## config.mk

```make
export PLATFORM = sky130hd
export DESIGN_NAME = mem_req_initiator
export DESIGN_NICKNAME = d
export VERILOG_FILES = /design/src/rtl/mem_req_initiator_pkg.sv /design/src/rtl/mem_lane_align.sv /design/src/rtl/mem_req_initiator.sv
export SDC_FILE = /design/constraint.sdc
export NUM_CORES = 1
export LEC_CHECK = 0
export CAP_MARGIN = 40
export CELL_PAD_IN_SITES_DETAIL_PLACEMENT = 0
export CELL_PAD_IN_SITES_GLOBAL_PLACEMENT = 1
export CORE_MARGIN = 3
export CORE_UTILIZATION = 34
export DETAILED_ROUTE_END_ITERATION = 16
export PLACE_DENSITY = 0.89
export SKIP_LAST_GASP = 1
export SYNTH_ARGS = -nofsm -noshare
export SYNTH_HDL_FRONTEND = slang
export SYNTH_HIERARCHICAL = 1
export SYNTH_SLANG_ARGS = --single-unit
```

## constraint.sdc

```tcl
create_clock -name clk -period 3.8 [get_ports clk]
set_input_delay 0.95 -clock clk [delete_from_list [all_inputs] [get_ports clk]]
set_output_delay 0.95 -clock clk [all_outputs]
set_load 0.005 [all_outputs]
```

## src/rtl/mem_req_initiator_pkg.sv

```systemverilog
// mem_req_initiator_pkg: shared widths, bus encodings, error codes and FSM states for the memory request initiator
package mem_req_initiator_pkg;
  localparam int ADDR_W = 32;
  localparam int WORD_W = 32;
  localparam int MEM_COUNT_W = 2;
  localparam int MEM_CODE_W = 2;
  localparam int MEM_ERR_W = 2;
  localparam logic [MEM_COUNT_W-1:0] MEM_COUNT_NONE = 2'd0;
  localparam logic [MEM_COUNT_W-1:0] MEM_COUNT_BYTE = 2'd1;
  localparam logic [MEM_COUNT_W-1:0] MEM_COUNT_HALF = 2'd2;
  localparam logic [MEM_COUNT_W-1:0] MEM_COUNT_WORD = 2'd3;
  localparam logic [MEM_CODE_W-1:0] MEM_CODE_NONE = 2'd0;
  localparam logic [MEM_CODE_W-1:0] MEM_CODE_READ = 2'd1;
  localparam logic [MEM_CODE_W-1:0] MEM_CODE_WRITE = 2'd2;
  localparam logic [MEM_CODE_W-1:0] MEM_CODE_INVALID = 2'd3;
  localparam logic [MEM_ERR_W-1:0] MEM_ERR_OK = 2'd0;
  localparam logic [MEM_ERR_W-1:0] MEM_ERR_MISALIGN = 2'd1;
  localparam logic [MEM_ERR_W-1:0] MEM_ERR_INVALID = 2'd2;
  localparam logic [MEM_ERR_W-1:0] MEM_ERR_TIMEOUT = 2'd3;
  typedef enum logic [1:0] {S_IDLE, S_BUSY, S_DONE} state_e;
  function automatic logic misaligned(input logic [MEM_COUNT_W-1:0] count, input logic [1:0] a);
    return (count == MEM_COUNT_HALF && a[0]) || (count == MEM_COUNT_WORD && a != 2'd0);
  endfunction
endpackage

```

## src/rtl/mem_lane_align.sv

```systemverilog
// mem_lane_align: byte-lane placement of store data and extraction/extension of load data
module mem_lane_align
  import mem_req_initiator_pkg::*;
(
  input  logic [1:0]             addr_lo,
  input  logic [MEM_COUNT_W-1:0] count,
  input  logic                   sgn,
  input  logic [WORD_W-1:0]      wr_data,
  input  logic [WORD_W-1:0]      rd_word,
  output logic [WORD_W-1:0]      wr_lanes,
  output logic [WORD_W-1:0]      rd_ext
);
  logic [4:0] sh;
  logic [WORD_W-1:0] mask;
  logic [WORD_W-1:0] rs;
  assign sh = {addr_lo, 3'b000};
  assign mask = count == MEM_COUNT_BYTE ? 32'h0000_00ff :
                count == MEM_COUNT_HALF ? 32'h0000_ffff :
                count == MEM_COUNT_WORD ? 32'hffff_ffff : 32'h0;
  assign wr_lanes = (wr_data & mask) << sh;
  assign rs = rd_word >> sh;
  assign rd_ext = count == MEM_COUNT_BYTE ? {{24{sgn & rs[7]}}, rs[7:0]} :
                  count == MEM_COUNT_HALF ? {{16{sgn & rs[15]}}, rs[15:0]} :
                  count == MEM_COUNT_WORD ? rs : 32'h0;
endmodule

```

## src/rtl/mem_req_initiator.sv

```systemverilog
// mem_req_initiator: issues one aligned load/store on the memory bus, waits for a response code or timeout
module mem_req_initiator
  import mem_req_initiator_pkg::*;
#(
  parameter int TIMEOUT_CYCLES = 16
) (
  input  logic                   clk,
  input  logic                   reset,
  input  logic                   i_op_valid,
  output logic                   o_op_ready,
  input  logic [ADDR_W-1:0]      i_op_addr,
  input  logic [WORD_W-1:0]      i_op_wr_data,
  input  logic                   i_op_wr_en,
  input  logic [MEM_COUNT_W-1:0] i_op_count,
  input  logic                   i_op_signed,
  output logic                   o_done_valid,
  output logic [WORD_W-1:0]      o_done_rd_data,
  output logic [MEM_ERR_W-1:0]   o_done_err,
  output logic [ADDR_W-1:0]      o_req_addr,
  output logic [WORD_W-1:0]      o_req_wr_data,
  output logic                   o_req_wr_en,
  output logic [MEM_COUNT_W-1:0] o_req_count,
  input  logic [WORD_W-1:0]      i_res_rd_data,
  input  logic [MEM_CODE_W-1:0]  i_res_code
);
  localparam int CW = $clog2(TIMEOUT_CYCLES + 1);
  state_e state_q, state_d;
  logic [ADDR_W-1:0] addr_q, addr_d;
  logic [WORD_W-1:0] wdata_q, wdata_d, rd_q, rd_d, lanes, rd_ext;
  logic wr_en_q, wr_en_d, sgn_q, sgn_d;
  logic [MEM_COUNT_W-1:0] count_q, count_d;
  logic [MEM_ERR_W-1:0] err_q, err_d;
  logic [CW-1:0] cnt_q, cnt_d;
  logic idle, ok;
  assign idle = state_q == S_IDLE;
  // In IDLE the aligner places the incoming store; in BUSY it extracts the latched load
  mem_lane_align u_align (
    .addr_lo (idle ? i_op_addr[1:0] : addr_q[1:0]),
    .count   (idle ? i_op_count : count_q),
    .sgn     (sgn_q),
    .wr_data (i_op_wr_data),
    .rd_word (i_res_rd_data),
    .wr_lanes(lanes),
    .rd_ext  (rd_ext)
  );
  assign ok = i_res_code == (wr_en_q ? MEM_CODE_WRITE : MEM_CODE_READ);
  always_comb begin
    state_d = state_q;
    addr_d = addr_q;
    wdata_d = wdata_q;
    wr_en_d = wr_en_q;
    count_d = count_q;
    sgn_d = sgn_q;
    cnt_d = cnt_q;
    rd_d = rd_q;
    err_d = err_q;
    case (state_q)
      S_IDLE: if (i_op_valid) begin
        sgn_d = i_op_signed;
        if (i_op_count == MEM_COUNT_NONE || misaligned(i_op_count, i_op_addr[1:0])) begin
          state_d = S_DONE;
          err_d = i_op_count == MEM_COUNT_NONE ? MEM_ERR_INVALID : MEM_ERR_MISALIGN;
          rd_d = '0;
        end else begin
          state_d = S_BUSY;
          addr_d = i_op_addr;
          wdata_d = lanes;
          wr_en_d = i_op_wr_en;
          count_d = i_op_count;
          cnt_d = '0;
        end
      end
      S_BUSY: begin
        cnt_d = cnt_q + 1'b1;
        // A response on the timeout edge still counts as a response
        if (i_res_code != MEM_CODE_NONE || cnt_d == CW'(TIMEOUT_CYCLES)) begin
          state_d = S_DONE;
          err_d = i_res_code == MEM_CODE_NONE ? MEM_ERR_TIMEOUT : ok ? MEM_ERR_OK : MEM_ERR_INVALID;
          rd_d = (i_res_code != MEM_CODE_NONE && ok && !wr_en_q) ? rd_ext : '0;
          count_d = MEM_COUNT_NONE;
          wr_en_d = 1'b0;
        end
      end
      default: begin
        state_d = S_IDLE;
        rd_d = '0;
        err_d = '0;
      end
    endcase
  end
  always_ff @(posedge clk) begin
    if (reset) begin
      state_q <= S_IDLE;
      addr_q <= '0;
      wdata_q <= '0;
      wr_en_q <= 1'b0;
      count_q <= MEM_COUNT_NONE;
      sgn_q <= 1'b0;
      cnt_q <= '0;
      rd_q <= '0;
      err_q <= '0;
    end else begin
      state_q <= state_d;
      addr_q <= addr_d;
      wdata_q <= wdata_d;
      wr_en_q <= wr_en_d;
      count_q <= count_d;
      sgn_q <= sgn_d;
      cnt_q <= cnt_d;
      rd_q <= rd_d;
      err_q <= err_d;
    end
  end
  assign o_op_ready = idle;
  assign o_done_valid = state_q == S_DONE;
  assign o_done_rd_data = rd_q;
  assign o_done_err = err_q;
  assign o_req_addr = addr_q;
  assign o_req_wr_data = wdata_q;
  assign o_req_wr_en = wr_en_q;
  assign o_req_count = count_q;
endmodule

```

== Word-level counts from Yosys, hierarchy flattened ==
Index checks and enable logic that the tools add are counted.

* Input port bits: 105
* Word-level logic and storage cells: 85
* Register bits: 109
* Output and inout port bits: 103

* Bitwise gates (word level): 4
* Add/sub/neg operators: 1
* Reductions and logical operators: 20
* Multiplexer cells: 36
* Equal/unequal tests: 13
* Shifts and indexed selects: 2

{| class="wikitable"
|+ Operators by type and width
! kind !! number
|-
| 2-to-1 mux 32 bit || 10
|-
| case mux 32 bit (2 select lines) || 1
|-
| AND 32 bit || 1
|-
| << shifter 32 x 5 -> 32 bit || 1
|-
| >> shifter 32 x 5 -> 32 bit || 1
|-
| 2-to-1 mux 2 bit || 15
|-
| case mux 2 bit (2 select lines) || 3
|-
| equality test 2 bit, second input constant || 5
|-
| 2-to-1 mux 5 bit || 2
|-
| case mux 5 bit (2 select lines) || 1
|-
| AND reduction 3 bit || 3
|-
| logical NOT 2 bit || 3
|-
| inequality test 2 bit, second input constant || 3
|-
| nonzero test 2 bit || 3
|-
| adder 5 x 1 -> 5 bit, second input constant || 1
|-
| equality test 5 bit, second input constant || 1
|-
| equality test 2 x 1 -> 1 bit, second input constant || 2
|-
| logical AND 1 bit || 4
|-
| AND reduction 2 bit || 2
|-
| AND reduction 4 bit || 1
|-
| logical OR 1 bit || 3
|-
| 2-to-1 mux 1 bit || 3
|-
| AND 1 bit || 2
|-
| equality test 2 bit || 1
|-
| other kinds (4) || 4
|}

== Longest topological paths before layout ==
Gate-level depths: netlist (run 1).

* Depth after elaboration: 9
* Mapped depth: 10
* Depth with buffers taken out: 7

== Cells and area by module ==
The synthesis (run 1) kept the hierarchy.

{| class="wikitable"
|+ Modules (own cells, without submodules)
! module !! area each (um^2) !! cells each !! instances !! sequential area each (um^2)
|-
| mem_req_initiator || 3917.5 || 436 || 1 || 2182.1
|-
| mem_lane_align || 1373.8 || 179 || 1 || 0.0
|}

== Worst setup path before layout (run 1) ==
Ideal clock, no wire load.

* Kind: input-to-reg
* Start: input port i_op_addr[1]
* End: register rd_q[22] (netlist: o_done_rd_data[22])
* Setup time: 117 ps
* Data required time: 3683 ps
* Path slack: 1333 ps
* Cell stages on the path: 7
* Data arrival time: 2351 ps
* Buffers on the path: 2
* Cell sequence: mux2_2 buf_2 mux2_2 a2bb2oi_4 buf_4 o211ai_2 a22o_1

* Longest elaborated chain between the ends: 8
* Elaborated cells on any way between the ends: 16
* Classes of those cells: 1 x eq/ne; 1 x shift; 7 x mux; 2 x bitwise; 5 x reduce/logical

{| class="wikitable"
|+ RTL lines
! what !! RTL line !! RTL
|-
| start, declared || mem_req_initiator.sv:11 || <nowiki>input logic [ADDR_W-1:0] i_op_addr,</nowiki>
|-
| 2-to-1 mux 2 bit (*) || mem_req_initiator.sv:38 || <nowiki>.addr_lo (idle ? i_op_addr[1:0] : addr_q[1:0]),</nowiki>
|-
| >> shifter 32 x 5 -> 32 bit (*) || mem_lane_align.sv:21 || <nowiki>assign rs = rd_word >> sh;</nowiki>
|-
| 2-to-1 mux 32 bit / AND 1 bit (equally long branches) || mem_lane_align.sv:24, mem_lane_align.sv:23 ||
|-
| 2-to-1 mux 32 bit || mem_lane_align.sv:23 || <nowiki>count == MEM_COUNT_HALF ? {{16{sgn & rs[15]}}, rs[15:0]} :</nowiki>
|-
| 2-to-1 mux 32 bit (*) || mem_lane_align.sv:22 || <nowiki>assign rd_ext = count == MEM_COUNT_BYTE ? {{24{sgn & rs[7]}}, rs[7:0]} :</nowiki>
|-
| via rd_ext[22] || mem_req_initiator.sv:29 || <nowiki>logic [WORD_W-1:0] wdata_q, wdata_d, rd_q, rd_d, lanes, rd_ext;</nowiki>
|-
| 2-to-1 mux 32 bit (*) || mem_req_initiator.sv:79 || <nowiki>rd_d = (i_res_code != MEM_CODE_NONE && ok && !wr_en_q) ? rd_ext : '0;</nowiki>
|-
| 2-to-1 mux 32 bit (*) || mem_req_initiator.sv:76 || <nowiki>if (i_res_code != MEM_CODE_NONE || cnt_d == CW'(TIMEOUT_CYCLES)) begin</nowiki>
|-
| case mux 32 bit (2 select lines) (*) || mem_req_initiator.sv:57 || <nowiki>case (state_q)</nowiki>
|-
| end signal, assigned || mem_req_initiator.sv:110 || <nowiki>rd_q <= rd_d;</nowiki>
|-
| end, declared || mem_req_initiator.sv:29 ||
|}

The timed path passes the listed nets; every way through them passes the cells marked *. The select of a mux whose other input is x is not followed.
A chain may end at the register's enable or synchronous reset.

== Worst setup path after layout (run 1) ==
* Start: input port i_op_addr[1]
* End: register rd_q[16] (netlist: o_done_rd_data[16])

Same word-level chain as after synthesis.

==> results by group, run 1 <==
Clocking
  • H-tree Lvls: 3
  • CTS sink cnt: 109
  • Worst skew pair latency: between 0.3 and 0.4 ns
  • Total CTS buffers: 9
  • Clock buffer depth: 2
  • Root Buffer: clkbuf_16
  • Setup Fix Bufs, Post-CTS: 0
  • Hold-fix buffers at CTS: 0
  • CTS tree: yes
  • Reg clk slew, reported paths: about 0.070 ns
  • Post-CTS sizing: 0

Synthesis
  • Synth top area share: 41.24%
  • Mapped Avg Cell Area: around 8.6 um^2
  • Unique masters post-synth: between 50 and 60
  • Yosys reg bits: ~110
  • Syn Inst Count: between 600 and 700
  • Syn. warnings: 6
  • Count leader, synth: nand2_1
  • Ys async rst share: 0%
  • Post-synth top cells: 138 x nand2_1, 109 x dfxtp_1, 72 x a21oi_1
  • Largest area contributor in the netlist: dfxtp_1
  • Post-synth EDFFs: 0
  • Syn Nets: 721
  • Post-synthesis sequential area ratio: 41.24%
  • Post-synth top flop: dfxtp_1
  • Post-Syn Area: roughly 5300 um^2
  • Dominant cells by area after synthesis: dfxtp_1 41%, nand2_1 9.8%, a21oi_1 6.8%

STA
  • Worst Clk Skew: just over 0.008 ns
  • Final Hold Viols: 0
  • Worst hold slack: around 0.45 ns
  • RSZ-0062 raised after global routing: no
  • Min Tclk post-route: about 3.2 ns
  • Min setup slack post-route: between 0.6 and 0.7 ns
  • Final setup violation count: 0
  • Final TNS setup: 0 ns
  • Fmax: 315.2 MHz
  • Slew Limit Fails: 0
  • Measured slew at the worst slew-check pin: about 0.8 ns
  • Slew headroom: 45.14%
  • Tcrit/Tclk final: roughly 83%

Global routing
  • Initial antenna violation count: 0
  • GRT Residual Overflow: 0
  • First-pass GRT wire length: 26340 um
  • GRT Total Usage: roughly a fifth
  • Vias in the first global route: approximately 5000
  • Largest net degree at the start of global routing: between 70 and 80

Worst setup path
  • Critical path type: input pin to flop
  • CP Capture Type: flop
  • Slowest stage cell on the critical path: a211o_1
  • CP startpoint: i_op_addr[1]
  • Critical Path RT: between 4 and 5 ns
  • Cells along the critical path: clkdlybuf4s50_1, mux2_2, mux2i_1, a211o_1, o211ai_1, a22o_1
  • Worst path max stage delay: between 0.5 and 0.6 ns
  • Path depth of the worst reg2reg path: 6
  • Crit path arrival time: ~3.4 ns
  • Reg2reg start: state_q[0]
  • R2r setup slk: roughly 0.92 ns
  • RR Endpoint: o_done_rd_data[16]
  • CP max FO: 21
  • CP Launch Type: input pin

Pwr
  • Leakage power: between 2 and 3 nW
  • Power Density: roughly 400 nW/um^2
  • Final Total Pwr: 3.031 mW
  • Peak VDD IR: between 0.2 and 0.25 mV

Cells and area
  • Nets: 894
  • Flip-flop and latch area: between 2000 and 2500 um^2
  • Fillers: between 1000 and 1500
  • Layout cells sized above 1: under 10%
  • Layout area overhead: 47.03%
  • Multi-input logic area: 2818 um^2
  • Antenna Cells: 0
  • Final core utilization: between 50% and 60%

Die
  • Core Rows: 44
  • Die width: 130.8 um
  • Starting Density: approximately 36%
  • Die area: about 17000 um^2
  • I/O pin count: around 210
  • Core box area: 14860 um^2
  • Die H: roughly 130 um

Place
  • Setup WS pre-CTS: around 0.31 ns
  • Port bufs: 207
  • Final Wtd Congestion: ~0.9
  • HPWL Detailed: roughly 13000 um

Detailed routing
  • # DRC: 0
  • DRT Pass-1 Iters: 5
  • Drt wl/cell: about 17 um
  • Routed Antenna Nets: 0
  • DRT iter0 DRCs: 320
  • Routed WL: approximately 17000 um
  • Vias: 5274
  • DR vias/cell: roughly 5.4

Hold path
  • Hold_sp: o_req_addr[11]
  • Path type of the worst min-delay path: flop to flop
  • Hold endpoint: o_req_addr[11]
  • WHS Path Cells: 2

Run
  • Max-Cap Viols: 0

Outcome
  • Status: finished clean
## report_power, final
group / total, mW / internal (mW) / switching [mW] / leakage [nW]
logic: 0.730 / 0.352 / 0.378 / 1.80
clock network: 1.08 / 0.676 / 0.408 / 0.172
registers: 1.22 / 1.19 / 0.0310 / 0.883
total: 3.03 / 2.21 / 0.817 / 2.85
## cell families (layout without fill, tap and decap cells)
kind of cell	count (synthesis)	in the layout	synth area share, %
AND/OR/NAND/NOR	214	214	19.37
AO/OA/AOI/OAI	202	202	27.48
flip-flops	109	109	41.24
buffers and inverters	59	236	5.864
multiplexers	30	30	5.817
adder cells (fa/ha/maj)	1	1	0.2364
## cell usage in the layout, fill, tap and decap left out, types with 3 or more instances in the layout
| master | n |
|---|---|
| inv_1 | 3 |
| nand2b_1 | 3 |
| o211ai_1 | 6 |
| a32o_1 | 5 |
| a31oi_1 | 3 |
| nor2_1 | 12 |
| mux2_2 | 5 |
| o2bb2ai_1 | 22 |
| nand3b_1 | 3 |
| nor2b_1 | 12 |
| a22oi_1 | 9 |
| nand3_2 | 9 |
| o21ai_0 | 4 |
| clkbuf_16 | 9 |
| a211oi_1 | 17 |
| a22o_1 | 32 |
| o22ai_1 | 4 |
| a21oi_1 | 72 |
| bufinv_16 | 3 |
| nand2_1 | 138 |
| clkdlybuf4s50_1 | 206 |
| a21o_1 | 11 |
| nand3_1 | 6 |
| mux2i_1 | 24 |
| and2_1 | 15 |
| buf_4 | 7 |
| dfxtp_1 | 109 |
| a32oi_1 | 3 |
## worst max path at each step
stage	end
floorplan	o_done_rd_data[22]
global route	o_done_rd_data[16]
finish	o_done_rd_data[16]
CTS	o_done_rd_data[16]
detailed placement	o_done_rd_data[16]
global placement	state_q[0]
## flip-flops by register name (all words and copies together), names as in the netlist
signal	count
o_done_rd_data	32
o_req_addr	32
state_q	2
sgn_q	1
cnt_q	5
o_req_wr_data	32
o_req_wr_en	1
o_done_err	2
o_req_count	2
## metrics by stage
stage | cell area [um^2] | instances
floorplan | 5291 | 615
global placement | 7405 | 960
detailed placement | 7432 | 961
CTS | 7780 | 976
global route | 7780 | 976
finish | 7780 | 976
## final cells by class
| cell class | count | share of cell area (%) |
|---|---|---|
| clock buffers | 11 | 3.249 |
| clock inverters | 4 | 1.222 |
| multi-input cells | 447 | 36.22 |
| flip-flops and latches | 109 | 28.05 |
| repair buffers | 217 | 28.11 |
| inverters | 4 | 0.1930 |
| well taps | 184 | 2.959 |
## worst max-delay path, delay by kind of cell
kind | cells | cell delay (ns)
buffers and inverters | 1 | 0.50
AO/OA/AOI/OAI | 3 | 1.05
multiplexers | 2 | 0.90
## per-layer routing
layer  global-route usage [%]  routed length [um]  up-vias
li1                         -                   -     2540
met1                    25.59                7293     2483
met2                    31.58                8086      221
met3                    3.780                1215       30
met4                    8.348                 465        0
met5                        0                   0        -
Power figures use the tool's default switching activity.
==> run 2, diff against run 1 <==
--- a/config.mk
+++ b/config.mk
@@ -9,9 +9,9 @@
 export CELL_PAD_IN_SITES_DETAIL_PLACEMENT = 0
 export CELL_PAD_IN_SITES_GLOBAL_PLACEMENT = 1
 export CORE_MARGIN = 3
-export CORE_UTILIZATION = 34
+export CORE_UTILIZATION = 32
 export DETAILED_ROUTE_END_ITERATION = 16
-export PLACE_DENSITY = 0.89
+export PLACE_DENSITY = 0.84
 export SKIP_LAST_GASP = 1
 export SYNTH_ARGS = -nofsm -noshare
 export SYNTH_HDL_FRONTEND = slang
==> constraint.sdc (replaced) <==
create_clock -name clk -period 3 [get_ports clk]
set_input_delay 0.75 -clock clk [delete_from_list [all_inputs] [get_ports clk]]
set_output_delay 0.75 -clock clk [all_outputs]
set_load 0.005 [all_outputs]
==> run 2 against run 1 <==
Non-clock buffer count is 14 higher. Worst hold slack better by 0.0031 ns. Largest cell class unchanged. Clock-buffer cell count stayed put. Worst setup slack worse by 0.28 ns. Core utilization fell by 3.3 points. Register-to-register slack lost 0.56 ns. Sequential cell count unchanged. Routed wire length grew 3.1%. Sequential power rose by 26%. Via count is 0.47% lower. Critical path depth is the same. Combinational power grew 29%. Critical endpoint is now o_done_rd_data[21].
==> results by group, run 2 (synthesis gave the netlist of run 1 again) <==
Cells and area
  • Final instance area: 7874 um^2 (+1.2%)
  • Flip-flop and latch area: 2182 um^2 (unchanged)
  • Fillers: 1505 (+12%)
  • Multi-input logic area: 2818 um^2 (unchanged)
  • Nets: 908 (+1.6%)
  • Layout cells sized above 1: 8.426% (+1.5 points)
  • Commonest non-fill, non-tap cell in the layout: clkdlybuf4s50_1
  • Layout area overhead: 48.81%
  • Antenna Cells: 0 (unchanged)
  • Most frequent cells in the layout: 206 x clkdlybuf4s50_1, 138 x nand2_1, 109 x dfxtp_1, 72 x a21oi_1, 32 x a22o_1

Place
  • Placed cell areas: 7557 um^2 (+1.7%)
  • Final Wtd Congestion: 0.8209 (-6.9%)
  • Setup WS pre-CTS: -0.01262 ns (-0.3248 ns)
  • Port bufs: 207 (unchanged)
  • HPWL Detailed: 13000 um (+3.4%)

Detailed routing
  • Vias: 5249 (-0.47%)
  • Routed Antenna Nets: 0 (unchanged)
  • Drt wl/cell: 17.19 um (-1.6%)
  • Routed WL: 17590 um (+3.1%)
  • DRT iter0 DRCs: 272 (-15%)
  • # DRC: 0 (unchanged)
  • DR vias/cell: 5.131 (-5.0%)
  • DRT Pass-1 Iters: 5 (unchanged)

Worst setup path
  • CP max FO: 16 (-24%)
  • Critical path type: input pin to flop
  • Worst path max stage delay: 0.57 ns (-0.02 ns)
  • Reg2reg start: state_q[0]
  • R2r setup slk: 0.36 ns (-0.56 ns)
  • CP Capture Type: flop
  • Critical Path RT: 3.24 ns (-0.79 ns)
  • Crit path arrival time: 2.89 ns (-0.52 ns)
  • Stages on the worst setup path: 6 (unchanged)
  • Path depth of the worst reg2reg path: 6 (unchanged)
  • CP Launch Type: input pin
  • CP Buf/Inv Count: 1 (unchanged)
  • Slowest stage cell on the critical path: a211o_1
  • RR Endpoint: o_done_rd_data[21]
  • Cells along the critical path: clkdlybuf4s50_1, mux2_2, mux2i_1, a211o_1, o211ai_1, a22o_1
  • Top delay family on crit path: compound AO/OA/AOI/OAI gates

Clocking
  • H-tree Lvls: 3 (unchanged)
  • Root Buffer: clkbuf_16
  • Reg clk slew, reported paths: 0.07 ns (about the same)
  • CTS sink cnt: 109 (unchanged)
  • Total CTS buffers: 9 (unchanged)
  • Worst skew pair latency: 0.35 ns (about the same)
  • Post-CTS sizing: 0 (unchanged)
  • Clock buffer depth: 2 (unchanged)
  • Hold-fix buffers at CTS: 0 (unchanged)
  • CTS tree: yes
  • Setup Fix Bufs, Post-CTS: 0 (unchanged)

STA
  • Final TNS setup: 0 ns (unchanged)
  • Slew Limit Fails: 0 (unchanged)
  • Final setup violation count: 0 (unchanged)
  • Fmax: between 300 and 400 MHz
  • Tcrit/Tclk final: 88.41%
  • Worst Clk Skew: 0.009542 ns (+0.001291 ns)
  • Final Hold Viols: 0 (unchanged)
  • Measured slew at the worst slew-check pin: 0.8070 ns (-0.01590 ns)
  • Min Tclk post-route: around 2.7 ns
  • Slew headroom: 46.09% (+0.95 points)
  • RSZ-0062 raised after global routing: no
  • Min setup slack post-route: 0.3477 ns (-0.2795 ns)

Global routing
  • GRT Total Usage: 19.10% (-0.46 points)
  • GRT Residual Overflow: 0 (unchanged)
  • Vias in the first global route: 5127 (+2.3%)
  • Largest net degree at the start of global routing: 65 (-18%)
  • First-pass GRT wire length: 27570 um (+4.7%)
  • Initial antenna violation count: 0 (unchanged)

Hold path
  • Hold endpoint: o_req_addr[4]
  • Hold_sp: o_req_addr[4]
  • Path type of the worst min-delay path: flop to flop
  • WHS Path Cells: 2 (unchanged)

Pwr
  • Peak VDD IR: 0.2966 mV (+26%)
  • Power Density: 477.2 nW/um^2 (+22%)
  • Leakage power: 2.888 nW (+1.2%)
  • Final Total Pwr: 3.757 mW (+24%)

Run
  • Max-Cap Viols: 0 (unchanged)

Die
  • Core Rows: 46 (+4.5%)
  • Core box area: 16060 um^2 (+8.0%)
  • Die width: 134.6 um (+2.9%)
  • Starting Density: 32.95% (-2.6 points)
  • Die area: 18110 um^2 (+6.0%)
  • Die H: 134.6 um (+2.9%)
  • I/O pin count: 208 (unchanged)

Outcome
  • Status: finished clean
run 2: cell types whose count changed in the layout (fill, tap and decap cells not counted), moves of 2 or more:
cell / delta
buf_4: +15
clkinvlp_4: +2
clkbuf_8: -2
clkbuf_1: +2
run 2: worst register-to-register path, stage by stage (launching register included):
cell and delay, ns:
dfxtp_1 0.42, nor2_4 0.32, mux2_2 0.49, or3b_1 0.40
a211o_1 0.57, o211ai_1 0.23, a22o_1 0.16
run 2: area by class of cell:
class | count | area share, %
Clock inverter | 5 | 1.065
Inverter | 4 | 0.1907
Tap cell | 216 | 3.432
Clock buffer | 11 | 2.956
Timing Repair Buffer | 231 | 28.86
Sequential cell | 109 | 27.71
Multi-Input combinational cell | 447 | 35.79
run 2: stage by stage:
stage               util, %  cells  hold slack (ns)
floorplan                 -    615           0.4527
global placement      47.06   1007           0.4425
detailed placement    47.06   1007           0.4487
CTS                   49.03   1023           0.4590
global route          49.03   1023           0.4782
finish                49.03   1023           0.4558
run 2: worst max-delay path by stage:
stage            startpoint            endpoint  slack [ns]
2_1_floorplan    state_q[0]  o_done_rd_data[22]        0.70
3_3_place_gp   i_op_addr[0]  o_done_rd_data[21]        0.09
3_5_place_dp   i_op_addr[0]  o_done_rd_data[21]       -0.01
4_1_cts          state_q[0]  o_done_rd_data[21]        0.35
5_1_grt          state_q[0]  o_done_rd_data[21]        0.22
6_report       i_op_addr[1]  o_done_rd_data[21]        0.35
run 2: per-layer routing:
layer  GRT usage (%)  wire length, um  vias up
li1                -                -     2571
met1           24.97             7681     2464
met2           31.34             8470      194
met3           4.173             1103       20
met4           6.561              332        0
met5               0                0        -
run 2: power by group:
group          internal (mW)  total (mW)  switching, mW
combinational          0.459       0.943          0.483
clock                  0.736        1.27          0.536
sequential              1.50        1.54         0.0398
total                   2.70        3.76           1.06
==> run 3, diff against run 2 <==
--- a/config.mk
+++ b/config.mk
@@ -10,6 +10,7 @@
 export CELL_PAD_IN_SITES_GLOBAL_PLACEMENT = 1
 export CORE_MARGIN = 3
 export CORE_UTILIZATION = 32
+export CTS_CLUSTER_DIAMETER = 40
 export DETAILED_ROUTE_END_ITERATION = 16
 export PLACE_DENSITY = 0.84
 export SKIP_LAST_GASP = 1
==> results of run 3 <==
The final DEF is identical to that of run 2; final timing and power are the same.
